==> src/rtl/uart_rx_word_assembler_if.sv <==
`default_nettype none
// ============================================================================
// Module   : uart_rx_word_assembler_if
// Brief    : Word handshake bundle between the UART word assembler and its
//            consumer. The assembler is the master: it drives word_data and
//            word_valid and observes word_ready.
// Revision : 1.0 - initial release
// ============================================================================
interface uart_rx_word_assembler_if #(
   parameter int BIT_WIDTH = 32
) ();

   logic [BIT_WIDTH-1:0] word_data;
   logic                 word_valid;
   logic                 word_ready;

   modport master (
      output word_data,
      output word_valid,
      input  word_ready
   );

   modport slave (
      input  word_data,
      input  word_valid,
      output word_ready
   );

endinterface : uart_rx_word_assembler_if
`default_nettype wire

==> src/rtl/uart_rx_word_assembler.sv <==
`default_nettype none
// ============================================================================
// Module   : uart_rx_word_assembler
// Brief    : Packs BYTES consecutive UART bytes, MSB first, into one BIT_WIDTH
//            word and offers it over a valid/ready handshake. The byte strobe
//            is synchronized from the UART clock domain and edge-detected. An
//            inter-byte timeout discards partial words; overrun and framing
//            errors are sticky until cleared.
// Revision : 1.0 - initial release
// ============================================================================
module uart_rx_word_assembler #(
   parameter int BIT_WIDTH      = 32,
   parameter int BYTES          = BIT_WIDTH / 8,
   parameter int TIMEOUT_CYCLES = 50000,
   parameter int CNT_WIDTH      = $clog2(BYTES + 1),
   parameter int TO_WIDTH       = $clog2(TIMEOUT_CYCLES + 1)
) (
   input  wire logic                 clk_i,
   input  wire logic                 rst_n_i,
   input  wire logic                 rx_dv_i,
   input  wire logic [7:0]           rx_byte_i,
   input  wire logic                 clr_err_i,
   uart_rx_word_assembler_if.master  word_if,
   output logic      [CNT_WIDTH-1:0] byte_cnt_o,
   output logic                      overrun_o,
   output logic                      frame_err_o
);

   localparam logic [CNT_WIDTH-1:0] BYTES_C   = CNT_WIDTH'(BYTES);
   localparam logic [CNT_WIDTH-1:0] CNT_ONE   = CNT_WIDTH'(1);
   localparam logic [TO_WIDTH-1:0]  TO_LAST   = TO_WIDTH'(TIMEOUT_CYCLES - 1);
   localparam logic [TO_WIDTH-1:0]  TO_ONE    = TO_WIDTH'(1);
   localparam bit                   ONE_BYTE  = (BYTES == 1);

   typedef enum logic [1:0] {
      ST_IDLE    = 2'd0,
      ST_COLLECT = 2'd1,
      ST_HOLD    = 2'd2
   } state_t;

   // ------------------------------------------------------------------------
   // Registers and next-state values
   // ------------------------------------------------------------------------
   state_t                 state_q,   state_d;
   logic [BIT_WIDTH-1:0]   shift_q,   shift_d;
   logic [CNT_WIDTH-1:0]   cnt_q,     cnt_d;
   logic [TO_WIDTH-1:0]    to_q,      to_d;
   logic                   overrun_q, overrun_d;
   logic                   frame_q,   frame_d;
   logic                   s1_q, s2_q, s3_q;

   logic                   byte_strobe;
   logic                   handshake;
   logic [BIT_WIDTH-1:0]   shift_ins;
   logic [CNT_WIDTH-1:0]   cnt_inc;
   logic                   set_overrun;
   logic                   set_frame;

   // One clk pulse per rising edge of the synchronized rx_dv.
   assign byte_strobe = s2_q & ~s3_q;
   assign handshake   = (state_q == ST_HOLD) & word_if.word_ready;
   // Shift left one byte lane and insert the new byte at the LSB.
   assign shift_ins   = (shift_q << 8) | BIT_WIDTH'(rx_byte_i);
   assign cnt_inc     = cnt_q + CNT_ONE;

   // Two-flop synchronizer for rx_dv plus a delay flop for edge detection.
   always_ff @(posedge clk_i or negedge rst_n_i) begin
      if (!rst_n_i) begin
         s1_q <= 1'b0;
         s2_q <= 1'b0;
         s3_q <= 1'b0;
      end else begin
         s1_q <= rx_dv_i;
         s2_q <= s1_q;
         s3_q <= s2_q;
      end
   end

   // State, data, counter and error-flag registers.
   always_ff @(posedge clk_i or negedge rst_n_i) begin
      if (!rst_n_i) begin
         state_q   <= ST_IDLE;
         shift_q   <= '0;
         cnt_q     <= '0;
         to_q      <= '0;
         overrun_q <= 1'b0;
         frame_q   <= 1'b0;
      end else begin
         state_q   <= state_d;
         shift_q   <= shift_d;
         cnt_q     <= cnt_d;
         to_q      <= to_d;
         overrun_q <= overrun_d;
         frame_q   <= frame_d;
      end
   end

   // Next-state logic: byte capture, word completion, handshake and timeout.
   always_comb begin
      state_d     = state_q;
      shift_d     = shift_q;
      cnt_d       = cnt_q;
      to_d        = '0;
      set_overrun = 1'b0;
      set_frame   = 1'b0;

      unique case (state_q)
         ST_IDLE: begin
            if (byte_strobe) begin
               shift_d = shift_ins;
               cnt_d   = CNT_ONE;
               state_d = ONE_BYTE ? ST_HOLD : ST_COLLECT;
            end
         end

         ST_COLLECT: begin
            if (byte_strobe) begin
               // A strobe in the expiry cycle still counts as a good byte.
               shift_d = shift_ins;
               cnt_d   = cnt_inc;
               if (cnt_inc == BYTES_C) begin
                  state_d = ST_HOLD;
               end
            end else if (to_q == TO_LAST) begin
               cnt_d     = '0;
               set_frame = 1'b1;
               state_d   = ST_IDLE;
            end else begin
               to_d = to_q + TO_ONE;
            end
         end

         ST_HOLD: begin
            if (handshake) begin
               if (byte_strobe) begin
                  // The slot frees on this edge, so the byte starts a new word.
                  shift_d = shift_ins;
                  cnt_d   = CNT_ONE;
                  state_d = ONE_BYTE ? ST_HOLD : ST_COLLECT;
               end else begin
                  cnt_d   = '0;
                  state_d = ST_IDLE;
               end
            end else if (byte_strobe) begin
               // No room: the byte is lost and the held word is untouched.
               set_overrun = 1'b1;
            end
         end

         default: begin
            cnt_d   = '0;
            state_d = ST_IDLE;
         end
      endcase

      // Sticky flags; a new event in the clear cycle takes priority.
      overrun_d = (overrun_q & ~clr_err_i) | set_overrun;
      frame_d   = (frame_q   & ~clr_err_i) | set_frame;
   end

   assign word_if.word_data  = shift_q;
   assign word_if.word_valid = (state_q == ST_HOLD);
   assign byte_cnt_o         = cnt_q;
   assign overrun_o          = overrun_q;
   assign frame_err_o        = frame_q;

endmodule : uart_rx_word_assembler
`default_nettype wire

==> src/flat_wrapper.sv <==
// flat-port wrapper written by rule: the top's interface ports become plain ports
module uart_rx_word_assembler_flat 
#(
   parameter int BIT_WIDTH      = 32,
   parameter int BYTES          = BIT_WIDTH / 8,
   parameter int TIMEOUT_CYCLES = 50000,
   parameter int CNT_WIDTH      = $clog2(BYTES + 1),
   parameter int TO_WIDTH       = $clog2(TIMEOUT_CYCLES + 1)
)
  (clk_i, rst_n_i, rx_dv_i, rx_byte_i, clr_err_i, byte_cnt_o, overrun_o, frame_err_o, word_if_word_data, word_if_word_valid, word_if_word_ready);
  uart_rx_word_assembler_if #(.BIT_WIDTH(BIT_WIDTH)) word_if_i ();
  input  wire logic clk_i;
  input  wire logic rst_n_i;
  input  wire logic rx_dv_i;
  input  wire logic [7:0] rx_byte_i;
  input  wire logic clr_err_i;
  output logic      [CNT_WIDTH-1:0] byte_cnt_o;
  output logic overrun_o;
  output logic frame_err_o;
  output wire logic [$bits(word_if_i.word_data)-1:0] word_if_word_data;
  output wire logic [$bits(word_if_i.word_valid)-1:0] word_if_word_valid;
  input wire logic [$bits(word_if_i.word_ready)-1:0] word_if_word_ready;
  assign word_if_word_data = word_if_i.word_data;
  assign word_if_word_valid = word_if_i.word_valid;
  assign word_if_i.word_ready = word_if_word_ready;
  uart_rx_word_assembler #(.BIT_WIDTH(BIT_WIDTH), .BYTES(BYTES), .TIMEOUT_CYCLES(TIMEOUT_CYCLES), .CNT_WIDTH(CNT_WIDTH), .TO_WIDTH(TO_WIDTH)) u_core (.clk_i(clk_i), .rst_n_i(rst_n_i), .rx_dv_i(rx_dv_i), .rx_byte_i(rx_byte_i), .clr_err_i(clr_err_i), .word_if(word_if_i), .byte_cnt_o(byte_cnt_o), .overrun_o(overrun_o), .frame_err_o(frame_err_o));
endmodule
==> config.mk <==
export PLATFORM = sky130hd
export DESIGN_NAME = uart_rx_word_assembler_flat
export DESIGN_NICKNAME = d
export VERILOG_FILES = /design/src/rtl/uart_rx_word_assembler_if.sv /design/src/rtl/uart_rx_word_assembler.sv /design/src/flat_wrapper.sv
export SDC_FILE = /design/constraint.sdc
export NUM_CORES = 1
export LEC_CHECK = 0
export ABC_AREA = 1
export CAP_MARGIN = 30
export CORE_ASPECT_RATIO = 2
export CORE_MARGIN = 10
export CORE_UTILIZATION = 51
export CTS_BUF_LIST = sky130_fd_sc_hd__clkbuf_8 sky130_fd_sc_hd__clkbuf_16
export DETAILED_ROUTE_END_ITERATION = 7
export PLACE_DENSITY_LB_ADDON = 0.2
export SYNTH_ARGS = -nofsm -noshare
export SYNTH_HDL_FRONTEND = slang
export SYNTH_SLANG_ARGS = --single-unit
==> constraint.sdc <==
create_clock -name clk_i -period 1.7 [get_ports clk_i]
set_clock_uncertainty 0.15 [all_clocks]
set_input_delay 0.51 -clock clk_i [delete_from_list [all_inputs] [get_ports clk_i]]
set_output_delay 0.51 -clock clk_i [all_outputs]
set_load 0.02 [all_outputs]
==> results.yml <==
power:
  power.density_mw_per_mm2: 1160
  p_sw_frac: 0.332
  pwr-share-comb: 0.271
  internal_power_mw: 2.71
  p_switching_mw: 1.35
  p_clk_frac: 0.300
  p_leak_nw: 1.79
  power_frac_seq: 0.429
  ir_drop_uv: 848
place:
  io_buffers: 50
  place_ws_ns: -0.183
  place_congestion: 0.911
  dpl.hpwl_mm: 4.32
detailed_routing:
  vias_per_cell: 4.83
  drt_pass1_iterations: 5
  drc: 0
  routedWlPerCell_um: 13.3
  drt_iter0_markers: 100
  antenna_left: 0
  num_vias: 2131
  wirelength_mm: 5.88
clock_network:
  cts_buffers: 9
  cts-root-buf: "clkbuf_8"
  path_clk_slew_ns: 0.07
  h-tree-depth: 3
  clock_latency_ns: 0.33
  cts_tree: "built"
  clock_sinks: 58
  cts_hold_buf: 0
  clockBufferDepth: 2
critical_path:
  cp_max_fo: 4
  cp.required_ns: 1.77
  critPathCaptureType: "flip-flop"
  path_common_cell: "nand2_1"
  slowest_delay_ns: 0.37
  cp.arrival_ns: 1.77
  crit_path_start_kind: "flip-flop"
  path_class: "reg -> reg"
  r2r_slack_ns: 0.006
  worstPathCellList: "ha_2 -> nand2_2 -> buf_6 -> nor2_4 -> nand3_4 -> nor3_4 -> nand2_1 -> nand2_1 -> nor2_1"
  crit_family: "simple AND/OR/NAND/NOR gates"
  crit_buf_inv: 1
  cp_slowest_cell: "dfrtp_1"
global_routing:
  overflow: 0
  grtUsageTotal: 0.139
  grt_pass1_vias: 2098
  grt_pass1_wl_mm: 9.52
  antenna_found_initial: 0
  grt_max_degree: 59
synth:
  yosys.area.top_type: "dfrtp_1"
  synth_warnings: 0
  synth_seq_area_share: 0.556
  synthCells: 302
  synth-main-ff-cell: "dfrtp_1"
  syn_avg_cell_area_um2: 8.64
  syn_nets: 318
  ys_ff_latch: 58
  yosys.area.top_type_share: 0.556
  synth_edf_count: 0
  async_reset_ff_frac: 1.00
  synth_area_mm2: 0.00261
  ys_types: 27
  synth_area_leaders: "dfrtp_1, nand2_1, inv_1"
sta:
  fin_crit_sh: 0.997
  setup_viol: 0
  drv_slew: 0
  max_slew_margin: 0.753
  fmax_ghz: 0.590
  fin_crit_ns: 1.69
  final.setup.worst_slack_ns: 0.00552
  worst_slew_pin_slew_ns: 0.367
  rsz0062_at_grt: "true"
  finalHoldViolCount: 0
  fin_tns_setup_ns: 0
floorplan:
  ios: 51
  std_cell_rows: 36
  die_area_mm2: 0.00855
  initial_core_util: 0.532
  die_w_um: 70.6
  dieHeight_um: 121
  core_mm2: 0.00491
worst_hold_path:
  hold_path.class: "in -> async"
finish:
  final_core_util: 0.712
  fin_nets: 395
  n_antenna_cell: 0
  drive_gt1_frac: 0.260
  synthToLayoutAreaGrowth_pct: 33.9
flow_run:
  cap_violations: 0
status:
  status: "complete, no violations"
-- cells in the final DEF, fill, tap and decap left out, types with 7 or more instances in the layout --
master,netlist,layout
nor2_1,34,34
buf_4,2,19
nand3_1,9,8
a21oi_1,13,13
clkbuf_8,0,9
clkbuf_2,1,23
nand2_1,64,63
nor3_1,9,7
clkdlybuf4s15_2,0,11
dfrtp_1,58,58
o21ai_0,24,24
clkdlybuf4s50_1,0,11
inv_1,47,47
-- layer usage --
metal,share of wire,track usage,vias to the layer above
met3,0.066,0.0598,12
li1,-,-,1092
met4,0.027,0.0706,0
met1,0.39,0.141,979
met2,0.52,0.234,48
met5,0,0,-
-- cell families (layout without fill, tap and decap cells) --
| family | Yosys count | count (layout) | synth area share |
|---|---|---|---|
| fa+ha+maj | 3 | 3 | 0.0144 |
| xor+xnor | 3 | 3 | 0.0101 |
| simple gates | 132 | 132 | 0.223 |
| buf+inv | 57 | 139 | 0.0920 |
| flops | 58 | 58 | 0.556 |
| compound gates | 49 | 49 | 0.105 |
-- layout make-up --
class,instances,area [um2]
clock inverters,7,70.1
flip-flops and latches,58,1450
clock buffers,9,124
fillers,401,1420
repair buffers,73,609
inverters,50,188
well taps,57,71.3
multi-input cells,187,981
-- sequential cells by signal, indices dropped and copies added (netlist names) --
name	count
u_core.frame_err_o	1
u_core.s3_q	1
u_core.byte_cnt_o	3
u_core.to_q	16
u_core.overrun_o	1
u_core.s2_q	1
u_core.word_if.word_data	32
u_core.s1_q	1
u_core.state_q	2
-- worst register-to-register path, cell delays in order, from the launching register on --
cell and delay (ns):
dfrtp_1 0.37, ha_2 0.20, nand2_2 0.07, buf_6 0.12, nor2_4 0.16, nand3_4 0.11
nor3_4 0.21, nand2_1 0.08, nand2_1 0.07, nor2_1 0.04
-- per-stage QoR --
step / power [mW] / instances / hold WS, ns / instance area [um2]
finish: 4.06 / 441 / 0.0164 / 3490
global route: 4.29 / 441 / 0.0297 / 3490
CTS: 4.15 / 440 / 0.0244 / 3540
detailed placement: 2.98 / 424 / 0.203 / 3340
global placement: 2.93 / 424 / 0.203 / 3340
floorplan: 2.34 / 302 / 0.0644 / 2610
-- worst paths after layout --
| check | from | endpoint | depth (start not counted) |
|---|---|---|---|
| max reg2reg | u_core.to_q[1]$_DFF_PN0_ | u_core.to_q[14]$_DFF_PN0_ | 9 |
| min reg2reg | u_core.s1_q$_DFF_PN0_ | u_core.s2_q$_DFF_PN0_ | 0 |
| min | rst_n_i | u_core.overrun_o$_DFF_PN0_ | 2 |
| max | u_core.to_q[1]$_DFF_PN0_ | u_core.to_q[14]$_DFF_PN0_ | 9 |
| max in group asynchronous | rst_n_i | u_core.word_if.word_data[3]$_DFFE_PN0P_ | 2 |
| min in group clk_i | u_core.s1_q$_DFF_PN0_ | u_core.s2_q$_DFF_PN0_ | 0 |
-- timing repair --
item	in CTS	in global routing
buffers inserted	0	1
pin swaps	0	7
endpoints found under the setup margin	38	39
gates resized for setup	90	36
-- cells in the mapped netlist (3+ instances only) --
cell,count
nand2_2,3
inv_2,3
o21ai_1,4
nand2_1,64
nor2_2,5
ha_1,3
nand3_1,9
nor2_1,34
dfrtp_1,58
a31oi_1,3
inv_1,47
nor3_1,9
a21oi_1,13
nor2_4,4
nor3b_1,3
o21ai_0,24
-- power groups by stage --
stage	logic (mW)	registers [mW]	clock network, mW
floorplan	0.382	1.95	0
global placement	1.18	1.75	0
detailed placement	1.22	1.76	0
CTS	1.16	1.74	1.25
global route	1.21	1.76	1.32
finish	1.10	1.74	1.22
Note: power is estimated with default switching activity, not from simulation.
